File: config.mk
export PLATFORM = sky130hd
export DESIGN_NAME = sub_serial
export DESIGN_NICKNAME = d
export VERILOG_FILES = /design/src/rtl/sub_serial_pkg.sv /design/src/rtl/Sub_full.sv /design/src/rtl/sub_serial.sv
export SDC_FILE = /design/constraint.sdc
export NUM_CORES = 1
export LEC_CHECK = 0
export CAP_MARGIN = 10
export CORE_MARGIN = 2
export CORE_UTILIZATION = 50
export DETAILED_ROUTE_END_ITERATION = 6
export PLACE_DENSITY = 0.81
export SETUP_SLACK_MARGIN = 0.02
export SLEW_MARGIN = 5
export SYNTH_ARGS = -nofsm -noshare
export SYNTH_HDL_FRONTEND = slang
export SYNTH_SLANG_ARGS = --single-unit
File: constraint.sdc
create_clock -name clk -period 1.32 [get_ports clk]
set_input_delay 0.198 -clock clk [delete_from_list [all_inputs] [get_ports clk]]
set_output_delay 0.198 -clock clk [all_outputs]
set_load 0.01 [all_outputs]
File: src/rtl/sub_serial_pkg.sv
// Shared types and constants for the bit-serial subtractor.
package sub_serial_pkg;

  localparam int DEF_WIDTH = 8;

  typedef enum logic [1:0] {
    IDLE  = 2'd0,
    SHIFT = 2'd1,
    DONE  = 2'd2
  } state_t;

endpackage

File: src/rtl/Sub_full.sv
// One-bit combinational full subtractor: a - b - bin.
module Sub_full (
  input  logic a,
  input  logic b,
  input  logic bin,
  output logic diff,
  output logic bout
);

  assign diff = a ^ b ^ bin;
  assign bout = (~a & b) | (~(a ^ b) & bin);

endmodule

File: src/rtl/sub_serial.sv
// Bit-serial LSB-first subtractor: one difference bit per cycle, result
// a - b - bin mod 2^WIDTH with final borrow-out.
module sub_serial
  import sub_serial_pkg::*;
#(
  parameter int WIDTH = DEF_WIDTH
) (
  input  logic             clk,
  input  logic             rst_n,
  input  logic             start,
  input  logic [WIDTH-1:0] a,
  input  logic [WIDTH-1:0] b,
  input  logic             bin,
  output logic             busy,
  output logic             done,
  output logic [WIDTH-1:0] diff,
  output logic             bout
);

  localparam int CW = $clog2(WIDTH) + 1;

  state_t           state, state_nxt;
  logic [WIDTH-1:0] a_sr, b_sr, diff_sr;
  logic             brw;
  logic [CW-1:0]    cnt;
  logic             bit_d, bit_b;
  logic             accept, last_bit;

  // A request is only honoured when no operation is in flight.
  assign accept   = start && (state != SHIFT);
  assign last_bit = (cnt == CW'(WIDTH - 1));

  Sub_full u_full (
    .a   (a_sr[0]),
    .b   (b_sr[0]),
    .bin (brw),
    .diff(bit_d),
    .bout(bit_b)
  );

  // NOTE: sequential state uses non-blocking assignments so every flop
  // samples pre-edge values regardless of statement order.
  always_ff @(posedge clk or negedge rst_n) begin
    if (!rst_n) state <= IDLE;
    else        state <= state_nxt;
  end

  // NOTE: default assignment first so no path through the case infers a latch.
  always_comb begin
    state_nxt = state;
    case (state)
      IDLE:    if (accept) state_nxt = SHIFT;
      SHIFT:   if (last_bit) state_nxt = DONE;
      DONE:    state_nxt = accept ? SHIFT : IDLE;
      default: state_nxt = IDLE;
    endcase
  end

  always_comb begin
    busy = (state == SHIFT);
    done = (state == DONE);
  end

  always_ff @(posedge clk or negedge rst_n) begin
    if (!rst_n) begin
      a_sr    <= '0;
      b_sr    <= '0;
      diff_sr <= '0;
      brw     <= 1'b0;
      cnt     <= '0;
    end else if (accept) begin
      a_sr    <= a;
      b_sr    <= b;
      diff_sr <= '0;
      brw     <= bin;
      cnt     <= '0;
    end else if (state == SHIFT) begin
      a_sr    <= a_sr >> 1;
      b_sr    <= b_sr >> 1;
      diff_sr <= {bit_d, diff_sr[WIDTH-1:1]};
      brw     <= bit_b;
      cnt     <= cnt + CW'(1);
    end
  end

  // The borrow flop holds the running borrow, which after the last bit is bout.
  assign diff = diff_sr;
  assign bout = brw;

endmodule

After elaboration in Yosys (flattened, before gate mapping) --
Index checks and enable logic that the tools add are counted. W data, S select, Z words.
Storage, ports and cells: register bits 31, input bits 20, word-level logic and storage cells 38
Operators by class: add/sub/neg operators 1, eq/ne operators 6, muxes and demuxes 14, bitwise gates (word level) 7, reductions and logical operators 4
Operators with widths (number):
- $mux W8 | 6
- $mux W4 | 2
- $pmux W2 S3 | 1
- $add A4 B1 Y4 const B | 1
- $eq A4 B3 Y1 const B | 1
- $mux W2 | 2
- $ne A2 B1 Y1 const B | 2
- $mux W1 | 3
- $and A1 B1 Y1 | 2
- $eq A2 B1 Y1 const B | 1
- $eq A2 B2 Y1 const B | 1
- $logic_not A2 Y1 | 1
- $ne A2 B2 Y1 const B | 1
- $not A1 Y1 | 2
- $reduce_and A2 Y1 | 1
- $reduce_bool A2 Y1 | 1
- $xor A1 B1 Y1 | 2
- $logic_and A1 B1 Y1 | 1
- $or A1 B1 Y1 | 1

Longest topological paths before layout --
Gate-level depths: netlist (run 1).
depth in word-level cells 6, gate-level depth with buffers 5, gate-level depth less buffers 4

Modules after synthesis --
From an unflattened synthesis (run 1), not the netlist that was laid out.
Second synthesis, totals: cell total of the unflattened synthesis 136, area total of the unflattened synthesis 1436.4 µm²
By module, submodules not included:
- sub_serial | instances 1, cells an instance 132, area an instance 1405.1 µm²
- Sub_full | instances 1, cells an instance 4, area an instance 31.3 µm²

Least setup slack after synthesis (run 1) --
OpenSTA, ideal clock, no wires.
kind register to register, from reg brw (netlist: bout), to reg diff_sr[7] (netlist: diff[7]), setup time 117 ps, arrival 1027 ps, setup slack 176 ps, cell stages (with the launch flop) 5, path buffers 0, path through dfrtp_1 > inv_1 > fa_1 > nand2_1 > o21ai_2
Between the ends: word-level cells in the longest chain between the ends 3
RTL lines:
- from (decl) | line sub_serial.sv:24 | logic brw;
- from (signal assigned) | line sub_serial.sv:75 | brw <= bin;
- from (signal assigned) | line sub_serial.sv:81 | brw <= bit_b;
- $xor A1 B1 Y1 | line Sub_full.sv:10 | assign diff = a ^ b ^ bin;
- $mux W8 | line sub_serial.sv:77 | end else if (state == SHIFT) begin
- $mux W8 | line sub_serial.sv:71 | end else if (accept) begin
- to (signal assigned) | line sub_serial.sv:80 | diff_sr <= {bit_d, diff_sr[WIDTH-1:1]};
- to (decl) | line sub_serial.sv:23 | logic [WIDTH-1:0] a_sr, b_sr, diff_sr;
No other way between the ends. The select of a mux whose other input is x is not followed. A chain may end at the register's enable or synchronous reset.

Worst setup path in the final report (run 1) --
from reg state[0], to out busy
Between the ends: word-level cells in the longest chain between the ends 1
RTL lines:
- from (decl) | line sub_serial.sv:22 | state_t state, state_nxt;
- from (signal assigned) | line sub_serial.sv:45 | else state <= state_nxt;
- $eq A2 B1 Y1 | line sub_serial.sv:60 | busy = (state == SHIFT);
- to (decl) | line sub_serial.sv:14 | output logic busy,
No other way between the ends.

==> results of run 1 <==
==> metal layers <==
metal	routed length (um)	up-vias	part of all wire, %	GRT usage [%]
met1	1280	524	44	22.4
met2	1400	27	49	27.9
met3	158	7	5.5	4.84
met5	0	-	0	0
li1	-	536	-	-
met4	41	0	1.4	5.84
==> area by class of cell <==
| type | count | area [um^2] |
|---|---|---|
| Inverter | 4 | 20.0 |
| Multi-Input combinational cell | 93 | 617 |
| Fill cell | 228 | 866 |
| Timing Repair Buffer | 39 | 419 |
| Sequential cell | 31 | 776 |
| Tap cell | 31 | 38.8 |
| Clock buffer | 8 | 68.8 |
==> timing repair <==
action / CTS / global route
resized for setup: 17 / 3
hold endpoints to repair: 0 / 0
buffers inserted: 1 / 1
setup endpoints to repair: 11 / 3
pin swaps: 0 / 1
cloned: 0 / 1
==> synth_stat cells, types with 2 or more instances <==
cell type  number
nand3_1         3
dfrtp_1        31
o21ai_0         4
inv_1           2
o21ai_1         7
nor2_1          2
buf_6           6
mux2i_1        16
nand2_1        33
o21ai_2        17
==> worst max path at each step <==
stage | from | to | slack (ns) | cells past startpoint
finish | state[0] | busy | 0.02 | 4
global route | state[0] | busy | -0.007 | 4
CTS | state[0] | done | 0.03 | 2
detailed placement | start | b_sr[2] | -0.09 | 4
global placement | start | a_sr[0] | -0.03 | 4
floorplan | bout | diff[7] | 0.18 | 4
==> cell families (layout without fill, tap and decap cells) <==
kind of cell	after synthesis	in the layout	share of synthesized area, %
simple gates	43	43	12.3
compound gates	31	31	15.3
flops	31	31	51.5
mux	16	16	10.6
buf+inv	12	51	7.63
fa+ha+maj	2	2	2.16
xor+xnor	1	1	0.581
==> where the power goes <==
group	internal (mW)	total, mW	switching, mW
clock	0.313	0.617	0.303
combinational	0.849	1.80	0.954
sequential	1.34	1.59	0.253
==> per-stage QoR <==
stage / hold WS (ns) / power [mW] / std cells / area [um^2]
floorplan: -0.0976 / 2.79 / 136 / 1510
global placement: 0.465 / 3.22 / 195 / 1830
detailed placement: 0.470 / 3.30 / 195 / 1830
CTS: 0.226 / 3.88 / 204 / 1900
global route: 0.234 / 4.29 / 206 / 1940
finish: 0.231 / 4.01 / 206 / 1940
==> flip-flops by register name, summed over array words and instances, names as in the netlist <==
| name | count |
|---|---|
| a_sr | 8 |
| b_sr | 8 |
| diff | 8 |
| cnt | 4 |
| state | 2 |
| bout | 1 |
==> impl_metrics.toml, run 1 <==
[critical_path]
critical-path-max-stage-delay_ns = 0.41
path_buf_inv = 3
path_cells = "buf_6 > nand2b_4 > inv_6 > buf_6"
r2r_start = "state[0]"
worstSetupEndpointType = "output pin"
cp.arrival_ns = 1.10
r2r_slack_ns = 0.08
cp_slowest_cell = "dfrtp_1"
crit_top_cell = "buf_6"
r2r-end = "diff[7]"
critPathTopFamily = "flip-flops"
startpoint_type = "flip-flop"
crit_required_ns = 1.12
path_class = "reg2out"
r2r_cells = 6
crit_path_max_fanout = 3

[logic_synthesis]
synth_cell_types = 25
netlist_area_um2 = 1510
synth_ff_type = "dfrtp_1"
synth_edf_count = 0
ys_seq_area_share_pct = 51.5
yosysWarnings = 0
syn_nets = 158
async_reset_ff_share_pct = 100
ys_seq_elements = 31
synth_cells = 136
syn_avg_cell_area_um2 = 11.1
synth.largest_area_cell = "dfrtp_1"
netlist_top_cells_area = "dfrtp_1 51%, mux2i_1 11%, o21ai_2 9.9%, nand2_1 8.2%, buf_6 4.5%"
synth_top_area_share_pct = 51.5

[cells_and_area]
layout_commonest_cell = "nand2_1"
postLayoutCoreUtil_pct = 69.1
syn2layout_area_growth_pct = 28.6
diodes = 0
mostFrequentLayoutCells = "33 x nand2_1, 31 x dfrtp_1, 19 x clkdlybuf4s50_1, 17 x o21ai_2, 16 x mux2i_1"
final_nets = 196
drive_above_1_share_pct = 22.9

[global_routing]
grt_util_all_layers_pct = 17.3
grt_pass1_vias = 1044
gr-total-overflow = 0
grt_max_degree = 52
grt_pass1_wl_mm = 4.51
grt_antenna_before_repair = 0

[routing]
drt_wl_total_mm = 2.89
drtPass1Iterations = 6
wl_per_cell_um = 14.0
drc_errors = 4
antenna_left = 0
drt-vias-per-instance = 5.31
vias = 1094
drt_iter0_drc = 27

[run_status]
failed_checks = "DRC"
status = "finished with violations"

[sta]
fin_tns_setup_ns = 0
post-route-period-util_pct = 98.4
postLayoutSetupSlackWorst_ns = 0.0209
worst_pin_slew_ns = 0.211
rsz0062_at_grt = "true"
hold_violations = 0
max-slew-margin-rel_pct = 85.5
setup_violations = 0
final_max_slew_viol_count = 0
period_needed_ns = 1.30
max_freq_mhz = 770
fin_worst_skew_ns = 0.00495

[clock_network]
numCtsBuffers = 5
ctsHoldBuffers = 0
clk_path_buf_depth = 2
htreeDepth = 2
cts_sinks = 31
tritoncts = "done"
path_clk_slew_ns = 0.09
cts_root_buffer = "clkbuf_4"
clk-insertion-delay-late_ns = 0.32

[hold_path]
hold_path.class = "in2async"

[placed_design]
dpl_worst_slack_ns = -0.0880
place_congestion = 0.739
placement.io_buffers = 30
hpwl_mm = 1.88

[floorplanning]
die_h_um = 58.9
ios = 31
start_util_pct = 53.7
num_rows = 19
dieWidth_um = 58.9
core_area_um2 = 2810
die_area_um2 = 3470

[pwr]
power.density_nw_per_um2 = 2070
p_leak_nw = 0.928
ir_drop_v = 0.00101

[run]
drv_cap = 0
Note: power is estimated with default switching activity, not from simulation.
==> run 2: changes to the inputs <==
--- a/constraint.sdc
+++ b/constraint.sdc
@@ -3,2 +3,2 @@
 set_output_delay 0.198 -clock clk [all_outputs]
-set_load 0.01 [all_outputs]
+set_load 0.02 [all_outputs]
==> impl_metrics.toml, run 2 (synthesis results as in run 1) <==
[clock_network]
cts_sinks = 31
numCtsBuffers = 5
cts_root_buffer = "clkbuf_4"
clk-insertion-delay-late_ns = 0.33
path_clk_slew_ns = 0.09
htreeDepth = 2
clk_path_buf_depth = 2
tritoncts = "done"
ctsHoldBuffers = 0

[cells_and_area]
postLayoutCoreUtil_pct = 68.9
drive_above_1_share_pct = 24.6
diodes = 0
final_nets = 197
syn2layout_area_growth_pct = 28.1
final_area_um2 = 1930
final_cells = 206
mostFrequentLayoutCells = "33 x nand2_1, 31 x dfrtp_1, 19 x clkdlybuf4s50_1, 17 x o21ai_2, 16 x mux2i_1"
layout_commonest_cell = "nand2_1"

[global_routing]
grt_pass1_vias = 1142
grt_pass1_wl_mm = 5.06
grt_max_degree = 32
grt_util_all_layers_pct = 20.0
gr-total-overflow = 0
grt_antenna_before_repair = 0

[floorplanning]
ios = 31
dieWidth_um = 58.9
num_rows = 19
start_util_pct = 53.7
die_h_um = 58.9
core_area_um2 = 2810
die_area_um2 = 3470

[critical_path]
crit_path_max_fanout = 3
path_class = "reg2out"
worstSetupEndpointType = "output pin"
crit_required_ns = 1.12
startpoint_type = "flip-flop"
cp.arrival_ns = 1.06

[sta]
rsz0062_at_grt = "true"
final_max_slew_viol_count = 0
setup_violations = 0
max-slew-margin-rel_pct = 87.9
period_needed_ns = 1.26
fin_worst_skew_ns = 0.00762
post-route-period-util_pct = 95.5
hold_violations = 0
max_freq_mhz = 793
worst_pin_slew_ns = 0.176

[routing]
drt_wl_total_mm = 2.97
wl_per_cell_um = 14.4
drc_errors = 4
antenna_left = 0
drtPass1Iterations = 6
drt_iter0_drc = 30
vias = 1087
drt-vias-per-instance = 5.28

[pwr]
report.power.total_mw = 4.03
power.share.clock_pct = 13.9
switching_share_pct = 39.8
p_comb_share_pct = 46.0
switching_power_mw = 1.60
power.density_nw_per_um2 = 2080
ir_drop_v = 0.00110
power_frac_seq_pct = 40.0
p_leak_nw = 0.902
p_int_mw = 2.42

[placed_design]
dp_cells = 198
hpwl_mm = 2.16
placement.io_buffers = 30
place_congestion = 0.769
placed_cell_area_um2 = 1870

[run_status]
failed_checks = "DRC"
status = "finished with violations"

[run]
drv_cap = 0

[hold_path]
hold_path.class = "in2async"
## run 2: changes by cell type in the layout (fill, tap and decap cells not counted), moves of 2 or more
cell             previous run  this run
clkdlybuf4s15_1             0         7
dlygate4sd2_1               9         1
buf_12                      2         4
buf_4                       4         6
## run 2: path summary, 6_finish.rpt
path / startpoint / end / slack [ns] / depth (start not counted)
setup / recovery: state[0] / done / 0.06 / 2
hold / removal: rst_n / diff[6] / 0.22 / 2
setup reg to reg: state[0] / a_sr[0] / 0.14 / 6
hold reg to reg: a_sr[5] / a_sr[4] / 0.50 / 2
max in group asynchronous: rst_n / diff[3] / 0.92 / 2
min in group clk: b[7] / b_sr[7] / 0.48 / 3
## run 2: final cells by class
class | count | area, um^2
clock buffers | 6 | 51.3
clock inverters | 1 | 5.00
fillers | 239 | 873
inverters | 4 | 20.0
multi-input cells | 93 | 619
flip-flops and latches | 31 | 776
well taps | 31 | 38.8
repair buffers | 40 | 422
## run 2: power by group through the flow
stage               Clock [mW]  Sequential [mW]  Combinational (mW)
floorplan                    0             1.70                1.19
detailed placement           0             1.62                1.92
finish                   0.561             1.61                1.85
global placement             0             1.60                1.85
CTS                      0.582             1.61                1.83
global route             0.625             1.66                2.07
## run 2: metrics by stage
stage | worst slack (ns) | hold WS [ns] | TNS [ns]
floorplan | 0.0916 | -0.0976 | 0
detailed placement | -0.0659 | 0.473 | -0.779
global placement | -0.0850 | 0.464 | -0.351
finish | 0.0591 | 0.224 | 0
CTS | 0.0164 | 0.221 | 0
global route | 0.00402 | 0.231 | 0
## run 2: per-layer routing
metal / vias up / share of wire, % / GRT usage [%]
met5: - / 0 / 0
met4: 0 / 1.5 / 9.09
met3: 7 / 6.0 / 6.81
met2: 26 / 51 / 32.1
met1: 514 / 42 / 24.3
li1: 540 / - / -
## run 2: timing repair
item                       in CTS  in global routing
cloned                          0                  0
gates resized for setup        20                 12
setup endpoints to repair      11                 12
setup buffers                   0                  1
## run 2: critical path: stages (launching register included)
cell and delay [ns]:
dfrtp_1 0.44, nor2b_2 0.14, buf_4 0.15
==> run 3: changes to the inputs <==
- PLACE_DENSITY: 0.81 -> default
- PLACE_DENSITY_LB_ADDON: default -> 0.05
==> impl_metrics.toml, run 3 (synthesis results as in run 1) <==
[placed_design]
dpl_worst_slack_ns = -0.0881
dp_cells = 199
place_congestion = 0.746
placement.io_buffers = 30
hpwl_mm = 2.00

[global_routing]
grt_pass1_wl_mm = 4.93
gr-total-overflow = 0
grt_max_degree = 33
grt_antenna_before_repair = 0
grt_pass1_vias = 1041
grt_util_all_layers_pct = 19.1

[routing]
wl_per_cell_um = 14.0
top_layer_used = "met4"
drt-vias-per-instance = 5.23
drc_errors = 2
antenna_left = 0
drt_wl_total_mm = 2.93
met1_length_mm = 1.33
drt_iter0_drc = 43
drtPass1Iterations = 6
wl_met3_um = 173
vias = 1099
route.met2.wl_mm = 1.37

[run]
drv_cap = 0

[critical_path]
path_cells = "buf_6 > nand2b_4 > inv_6 > buf_6"
startpoint_type = "flip-flop"
path_buf_inv = 3
critPathTopFamily = "flip-flops"
critPathLaunch = "state[0]"
cp_slowest_cell = "dfrtp_1"
path_class = "reg2out"
r2r_slack_ns = 0.05
r2r_start = "state[0]"
crit_top_cell = "buf_6"
crit_required_ns = 1.12
worstSetupEndpointType = "output pin"
cp.arrival_ns = 1.11
crit_path_max_fanout = 2
critical-path-max-stage-delay_ns = 0.41

[clock_network]
cts_root_buffer = "clkbuf_4"
clk-insertion-delay-late_ns = 0.34
tritoncts = "done"
cts_sinks = 31
path_clk_slew_ns = 0.10
clk_path_buf_depth = 2
htreeDepth = 2
numCtsBuffers = 5
ctsHoldBuffers = 0

[sta]
final_max_slew_viol_count = 0
rsz0062_at_grt = "true"
setup_violations = 0
fin_worst_skew_ns = 0.00635
max-slew-margin-rel_pct = 85.3
postLayoutSetupSlackWorst_ns = 0.0159
max_freq_mhz = 767
hold_violations = 0
fin_tns_setup_ns = 0
period_needed_ns = 1.30
worst_pin_slew_ns = 0.219
post-route-period-util_pct = 98.8
holdWs_ns = 0.229

[pwr]
power.density_nw_per_um2 = 2200
ir_drop_v = 0.00136
p_leak_nw = 0.944

[cells_and_area]
final_nets = 200
final_cells = 210
syn2layout_area_growth_pct = 32.7
drive_above_1_share_pct = 27.4
nFillCells = 224
diodes = 0
mostFrequentLayoutCells = "32 x nand2_1, 31 x dfrtp_1, 19 x clkdlybuf4s50_1, 17 x o21ai_2, 16 x mux2i_1"
layout_commonest_cell = "nand2_1"

[floorplanning]
die_h_um = 58.9
start_util_pct = 53.7
num_rows = 19
dieWidth_um = 58.9
die_area_um2 = 3470
core_area_um2 = 2810
ios = 31

[run_status]
status = "finished with violations"
failed_checks = "DRC"

[hold_path]
hold_path.class = "in2async"
-- run 3: changes by cell type in the layout (fill, tap and decap cells not counted) --
cell	delta
nor2b_1	+1
nand2_1	-1
inv_6	+1
nand2_2	+1
nor2b_2	-1
clkbuf_2	+2
bufinv_16	+1
dlygate4sd2_1	+1
o21ai_0	-1
buf_12	+1
o21ai_1	+1
buf_8	+2
clkinv_4	-1
clkdlybuf4s15_1	-3
-- run 3: path summary, 6_finish.rpt --
check                           to  cells after the start
max in group asynchronous   cnt[1]                      2
hold reg to reg            b_sr[2]                      2
setup reg to reg            cnt[2]                      7
min in group clk           b_sr[7]                      3
hold / removal             b_sr[2]                      2
setup / recovery              busy                      4
-- run 3: stage by stage --
| stage | power [mW] | area [um^2] | utilization [%] |
|---|---|---|---|
| detailed placement | 3.48 | 1860 | 66.5 |
| CTS | 4.45 | 2000 | 71.4 |
| floorplan | 2.89 | 1510 | - |
| finish | 4.40 | 2000 | 71.3 |
| global placement | 3.41 | 1860 | 66.5 |
| global route | 4.73 | 2000 | 71.3 |
-- run 3: report_power, final --
| part | internal [mW] | total (mW) | switching, mW |
|---|---|---|---|
| Combinational | 0.955 | 2.03 | 1.07 |
| Clock | 0.447 | 0.787 | 0.340 |
| Sequential | 1.33 | 1.58 | 0.250 |
| Total | 2.74 | 4.40 | 1.66 |
-- run 3: repair_timing --
action | 4_1_cts | 5_1_grt
gates resized for setup | 26 | 11
cloned | 0 | 0
buffers inserted | 3 | 0
endpoints found under the setup margin | 12 | 13
-- run 3: worst register-to-register path, cell delays in order, from the launching register on --
cell and delay (ns):
dfrtp_1 0.41, buf_6 0.13, nand2b_4 0.08, inv_6 0.04
buf_8 0.14, buf_8 0.14, o211ai_1 0.14, o21ai_1 0.09
-- run 3: routing by layer --
layer  vias up  GRT usage (%)
li1        551              -
met1       519           26.0
met2        21           28.1
met3         8           6.37
met4         0           7.79
met5         -              0
-- run 3: final cells by class --
type / count / area (um^2) / area share [%]
Sequential cell: 31 / 776 / 38.8
Multi-Input combinational cell: 93 / 619 / 31.0
Timing Repair Buffer: 43 / 460 / 23.0
Clock buffer: 6 / 51.3 / 2.56
Tap cell: 31 / 38.8 / 1.94
Clock inverter: 2 / 35.0 / 1.75
Inverter: 4 / 20.0 / 1.00
